==> src/rtl/instr_sequencer.sv <==
// ---------------------------------------------------------------------------
// instr_sequencer
//
// Purpose:
//   Accepts 16-bit instruction words from an upstream valid/ready source and
//   steps each one through DECODE, EXECUTE and (optionally) WRITEBACK. The
//   latched opcode drives a downstream 4-to-16 decoder (op_sel), qualified by
//   op_en. EXECUTE waits for exec_done from the execution unit and gives up
//   after TIMEOUT_CYCLES cycles with a one-cycle timeout pulse.
//
// Ports:
//   clk          in   1   sole clock, rising edge
//   reset        in   1   synchronous, active-high reset
//   instr_valid  in   1   instruction word present
//   instr_data   in  16   [15:12] opcode, [11:8] rd, [7:0] imm
//   instr_ready  out  1   sequencer can accept an instruction (IDLE)
//   exec_done    in   1   execution-unit completion pulse
//   op_sel       out  4   latched opcode
//   op_en        out  1   high during EXECUTE
//   rd_sel       out  4   latched destination register
//   imm          out  8   latched immediate
//   wb_en        out  1   one-cycle writeback strobe
//   busy         out  1   high whenever not IDLE
//   timeout      out  1   one-cycle pulse after an EXECUTE timeout
//   trap         out  1   illegal-opcode trap flag
//   trap_clr     in   1   clears the trap
//
// Configuration:
//   ILLEGAL_OP_TRAP_EN  when defined, opcode 4'hF traps in DECODE and the
//                       sequencer waits in TRAP until trap_clr. When not
//                       defined, 4'hF executes like any opcode[3]==1
//                       instruction, trap is tied low and trap_clr is unused.
// ---------------------------------------------------------------------------
module instr_sequencer #(
    parameter int unsigned TIMEOUT_CYCLES = 8
) (
    input  logic        clk,
    input  logic        reset,
    input  logic        instr_valid,
    input  logic [15:0] instr_data,
    output logic        instr_ready,
    input  logic        exec_done,
    output logic [3:0]  op_sel,
    output logic        op_en,
    output logic [3:0]  rd_sel,
    output logic [7:0]  imm,
    output logic        wb_en,
    output logic        busy,
    output logic        timeout,
    output logic        trap,
    input  logic        trap_clr
);

    typedef enum logic [2:0] {
        S_IDLE      = 3'd0,
        S_DECODE    = 3'd1,
        S_EXECUTE   = 3'd2,
        S_WRITEBACK = 3'd3,
        S_TRAP      = 3'd4
    } state_e;

    // Counter value seen in the final allowed EXECUTE cycle.
    localparam logic [7:0] CNT_LAST = 8'(TIMEOUT_CYCLES - 1);

    state_e      state_q, state_d;
    logic [15:0] ir_q, ir_d;
    logic [7:0]  cnt_q, cnt_d;
    logic        ready_q, ready_d;
    logic        op_en_q, op_en_d;
    logic        wb_en_q, wb_en_d;
    logic        busy_q, busy_d;
    logic        timeout_q, timeout_d;
    logic        trap_q, trap_d;

`ifndef ILLEGAL_OP_TRAP_EN
    logic        unused_trap_clr_s;
    assign unused_trap_clr_s = trap_clr;
`endif

    // Next-state, instruction-register, counter and output-register logic.
    always_comb begin
        state_d   = state_q;
        ir_d      = ir_q;
        cnt_d     = cnt_q;
        timeout_d = 1'b0;

        case (state_q)
            S_IDLE: begin
                // Acceptance is qualified by the registered ready so that the
                // cycle right after reset (ready still low) never latches.
                if (instr_valid && ready_q) begin
                    ir_d    = instr_data;
                    state_d = S_DECODE;
                end else begin
                    state_d = S_IDLE;
                end
            end
            S_DECODE: begin
                // EXECUTE is only ever entered from here, so clearing the
                // counter now gives a fresh count on every entry.
                cnt_d = 8'd0;
`ifdef ILLEGAL_OP_TRAP_EN
                if (ir_q[15:12] == 4'hF) begin
                    state_d = S_TRAP;
                end else begin
                    state_d = S_EXECUTE;
                end
`else
                state_d = S_EXECUTE;
`endif
            end
            S_EXECUTE: begin
                // exec_done takes priority over the timeout in the last cycle.
                if (exec_done) begin
                    if (ir_q[15] == 1'b0) begin
                        state_d = S_WRITEBACK;
                    end else begin
                        state_d = S_IDLE;
                    end
                end else if (cnt_q == CNT_LAST) begin
                    state_d   = S_IDLE;
                    timeout_d = 1'b1;
                end else begin
                    cnt_d = cnt_q + 8'd1;
                end
            end
            S_WRITEBACK: begin
                state_d = S_IDLE;
            end
            S_TRAP: begin
`ifdef ILLEGAL_OP_TRAP_EN
                if (trap_clr) begin
                    state_d = S_IDLE;
                end else begin
                    state_d = S_TRAP;
                end
`else
                state_d = S_IDLE;
`endif
            end
            default: begin
                state_d = S_IDLE;
            end
        endcase

        // Outputs are registered copies of what the next state implies.
        ready_d = (state_d == S_IDLE);
        op_en_d = (state_d == S_EXECUTE);
        wb_en_d = (state_d == S_WRITEBACK);
        busy_d  = (state_d != S_IDLE);
`ifdef ILLEGAL_OP_TRAP_EN
        trap_d  = (state_d == S_TRAP);
`else
        trap_d  = 1'b0;
`endif
    end

    // State, instruction register, counter and output registers.
    always_ff @(posedge clk) begin
        if (reset) begin
            state_q   <= S_IDLE;
            ir_q      <= 16'h0000;
            cnt_q     <= 8'd0;
            ready_q   <= 1'b0;
            op_en_q   <= 1'b0;
            wb_en_q   <= 1'b0;
            busy_q    <= 1'b0;
            timeout_q <= 1'b0;
            trap_q    <= 1'b0;
        end else begin
            state_q   <= state_d;
            ir_q      <= ir_d;
            cnt_q     <= cnt_d;
            ready_q   <= ready_d;
            op_en_q   <= op_en_d;
            wb_en_q   <= wb_en_d;
            busy_q    <= busy_d;
            timeout_q <= timeout_d;
            trap_q    <= trap_d;
        end
    end

    assign instr_ready = ready_q;
    assign op_sel      = ir_q[15:12];
    assign rd_sel      = ir_q[11:8];
    assign imm         = ir_q[7:0];
    assign op_en       = op_en_q;
    assign wb_en       = wb_en_q;
    assign busy        = busy_q;
    assign timeout     = timeout_q;
    assign trap        = trap_q;

endmodule

==> config.mk <==
export PLATFORM = sky130hd
export DESIGN_NAME = instr_sequencer
export DESIGN_NICKNAME = d
export VERILOG_FILES = /design/src/rtl/instr_sequencer.sv
export SDC_FILE = /design/constraint.sdc
export NUM_CORES = 1
export LEC_CHECK = 0
export CORE_UTILIZATION = 40
export CTS_CLUSTER_DIAMETER = 40
export DETAILED_ROUTE_END_ITERATION = 16
export GPL_TIMING_DRIVEN = 1
export PLACE_DENSITY = 0.71
export SLEW_MARGIN = 40
export SYNTH_ARGS = -nofsm -noshare
export SYNTH_HDL_FRONTEND = slang
export SYNTH_SLANG_ARGS = --single-unit
==> constraint.sdc <==
create_clock -name clk -period 5.1 [get_ports clk]
set_clock_uncertainty 0.05 [all_clocks]
set_input_delay 1.02 -clock clk [delete_from_list [all_inputs] [get_ports clk]]
set_output_delay 1.02 -clock clk [all_outputs]
set_load 0.005 [all_outputs]
# Word-level counts from Yosys, hierarchy flattened
# Cells that the tools add are included.
[classes]
addsub = 1
n_eq_ne = 7
mux = 9
bitwise_logic = 1
reduce_logical = 8
[ops]
columns = ["cell", "count"]
rows = [
  ["8-bit 2-to-1 mux", 2],
  ["8-bit case mux with 2 select lines", 1],
  ["3-bit by 2-bit == test with 1-bit output (second input constant)", 3],
  ["3-bit case mux with 3 select lines", 1],
  ["8-bit by 1-bit adder with 8-bit output (second input constant)", 1],
  ["8-bit by 3-bit == test with 1-bit output (second input constant)", 1],
  ["3-bit zero test", 2],
  ["3-bit 2-to-1 mux", 2],
  ["2-bit inequality test (second input constant)", 2],
  ["3-bit by 1-bit == test with 1-bit output (second input constant)", 1],
  ["3-bit AND reduction", 1],
  ["3-bit nonzero test", 1],
  ["3-bit OR reduction", 1],
  ["1-bit 2-to-1 mux", 2],
  ["2-bit 2-to-1 mux", 1],
  ["2-bit AND reduction", 1],
  ["2-bit nonzero test", 1],
  ["1-bit logical AND", 1],
  ["1-bit NOT", 1],
]
[word_totals]
reg_bits = 32
input_bits = 21
output_inout_bits = 22
wordCells = 34

# Logic depth before layout (Yosys ltp)
[depth]
depth_word = 5
mapped_depth = 6
depth_no_buf = 5

# Worst setup path before layout
# No wires, ideal clock.
[synth_path]
path_kind = "input-to-reg"
from = "input exec_done"
to = "register cnt_q[3]"
setup_time_ns = 0.121
arrival_time_ns = 2.050
required_time_ns = 4.929
path_slack_ns = 2.878
path_stages = 4
cell_sequence = "nor3b_1 -> o21ai_4 -> a211oi_2 -> mux2_4"
[synth_between]
elab_chain_len = 2
[synth_rtl]
columns = ["item", "line", "source"]
rows = [
  ["start, declared", "42", "input logic exec_done,"],
  ["2-bit inequality test (no source line)", "-", ""],
  ["3-bit AND reduction (no source line)", "-", ""],
  ["end signal, assigned", "173", "cnt_q <= cnt_d;"],
  ["end, declared", "67", "logic [7:0] cnt_q, cnt_d;"],
]
# No other way between the ends.
# A chain may end at the register's enable or synchronous reset.

# Worst setup path after layout
# Same ends and word-level chain as after synthesis.

==> impl_metrics.ini <==
[run_status]
status = finished, final reports clean

[floorplanning]
die_x_um = 60.2
start_util = 0.432
num_rows = 20
io_pins = 43
die_y_um = 60.2
core_area_um2 = 3130
dieArea_um2 = 3620

[cts]
cts_tree = built
clk_pin_slew_ps = 90
clock_sinks = 32
cts_max_level = 2
cts-root-buf = clkbuf_4
cts_buffers = 5
insertion_delay_ps = 330
ctsResizeCount = 0
cts_setup_buffers = 0
clk_path_buf_depth = 2
cts.hold.buffers_added = 0

[sta]
finalCritPeriodShare = 0.478
fin_setup_tns_ps = 0
max_freq_mhz = 410
worstMarginPinSlew_ps = 753
slew_headroom = 0.494
setup_viol_count_final = 0
hold_viol_final = 0
grt_setup_unrepaired = no
period_minus_slack_ps = 2440
maxSlewViolCount = 0

[synthesis]
synthTopCellsByArea = dfxtp_1 (47%), nand2_1 (11%), a21oi_1 (7.4%), a2111oi_4 (4.1%), nor2_1 (2.8%)
synth.area.mux_share = 0.0111
synth-xor-area-share = 0.0259
ys_warn_count = 0
synth_top_family_by_area = simple AND/OR/NAND/NOR gates
yosysTopAreaCellShare = 0.474
synthCells = 153
avgSynthCellArea_um2 = 8.84
synth.distinct_cells = 37
synth_compound_area_frac = 0.183
synth_area_um2 = 1350
yosys-top-cells-count = nand2_1 (39), dfxtp_1 (32), a21oi_1 (20)
synth_edf_count = 0
synth_flop_cell = dfxtp_1
async_flop_share = 0
synth_most_common_cell = nand2_1
post_synth_and_or_nand_nor_area_fraction = 0.254
yosysTopAreaCell = dfxtp_1
yosysSeqAreaShare = 0.474
ys_seq_elements = 32
synthAdderAreaFrac = 0.00925

[setup_path]
slowest_stage = clkdlybuf4s50_1
critPathArrivalTime_ps = 2620
cp-end-kind = register
worstSetupPathType = in2reg
worstPathCellList = clkdlybuf4s50_1 > nor3b_1 > o21ai_4 > a211oi_2 > mux2_4
setup.worst_path.start_class = input pin
reg2reg_slack_ps = 3060
slowest_delay_ps = 440
crit_required_ps = 5280
critical_path.max_fanout = 6

[global_routing]
grt_max_degree = 24
grt_pass1_vias = 1115
antenna_found_initial = 0
grt_pass1_wl_mm = 4.71
overflow = 0
globalRouteTotalUtil = 0.179

[power]
power_mw = 0.494
ir_drop_mv = 0.177
cellLeakagePower_nw = 0.604
p_per_area_nw_per_um2 = 267

[route]
drc = 0
antenna_left = 0
viasPerCell = 4.88
dr.first_iter.drc_count = 41
routed_wl_mm = 2.88
drtPass1Iterations = 4
wl_per_cell_um = 12.0
vias = 1166

[placement]
port_buffers = 40
place_congestion = 0.749
dp_hpwl_mm = 2.07

[cells_and_area]
layout-drive-gt1-share = 0.118
insertedDiodeCount = 0
layout.nets = 216
areaGrowthSynthToFinish_pct = 36.9

[flow_run]
drv_cap = 0

[hold_path]
hold_class = reg2reg
[cells by family after synthesis]
family	after synthesis
simple gates	70
compound gates	33
flops	32
buf+inv	11
xor+xnor	4
fa+ha+maj	1
other cells	1
mux	1
[where the power goes]
part | internal [mW] | switching (mW)
clock network | 0.102 | 0.0867
registers | 0.256 | 0.00431
logic | 0.0267 | 0.0184
total | 0.385 | 0.109
[cell usage in the layout, fill, tap and decap left out, types with 3 or more instances in the layout]
cell type        instances
a211oi_1                 3
a21oi_1                 20
a31oi_1                  3
clkbuf_4                 5
clkdlybuf4s50_1         39
dfxtp_1                 32
inv_1                    3
nand2_1                 39
nand3_1                  3
nand4_1                  3
nor2_1                  10
xnor2_1                  4
[worst max-delay path: cells and delay by family]
| kind | cells | cell delay, ps |
|---|---|---|
| and+or+nand+nor | 1 | 400 |
| muxes | 1 | 310 |
| AOI/OAI and AO/OA | 2 | 430 |
| buffers and inverters | 1 | 440 |
[layer usage]
layer,up-vias,routed length [um],share of wire,GRT usage
met5,-,0,0,0
met1,518,1340,0.47,0.212
li1,605,-,-,-
met4,0,51,0.018,0.0797
met2,37,1290,0.45,0.286
met3,6,192,0.067,0.0649
[worst paths after layout]
| kind | from | to | cells past startpoint |
|---|---|---|---|
| max reg2reg | cnt_q[0]$_SDFFE_PP0P_ | cnt_q[3]$_SDFFE_PP0P_ | 5 |
| min | ir_q[7]$_SDFFE_PP0N_ | ir_q[7]$_SDFFE_PP0N_ | 2 |
| min reg2reg | ir_q[7]$_SDFFE_PP0N_ | ir_q[7]$_SDFFE_PP0N_ | 2 |
| max | exec_done | cnt_q[3]$_SDFFE_PP0P_ | 5 |
[stage by stage]
step	area, um2	std cells	worst slack, ps	util	hold WS [ps]
after CTS	1860	239	2530	0.594	414
final	1850	239	2660	0.592	409
after global routing	1850	239	2580	0.592	433
after detailed placement	1780	231	2160	0.568	399
after floorplan	1360	154	2880	-	403
after global placement	1780	231	2190	0.568	392
[flip-flops by register name (all words and copies together), names as in the netlist]
name         count
cnt_q            8
instr_ready      1
op_en            1
busy             1
timeout          1
ir_q            16
wb_en            1
state_q          3
[final cells by class]
| cell class | count | area (um2) |
|---|---|---|
| well taps | 44 | 55.1 |
| inverters | 3 | 11.3 |
| fillers | 291 | 1280 |
| clock buffers | 5 | 37.5 |
| repair buffers | 41 | 403 |
| flip-flops and latches | 32 | 641 |
| multi-input cells | 111 | 662 |
| clock inverters | 3 | 42.5 |
Power figures use the tool's default switching activity.
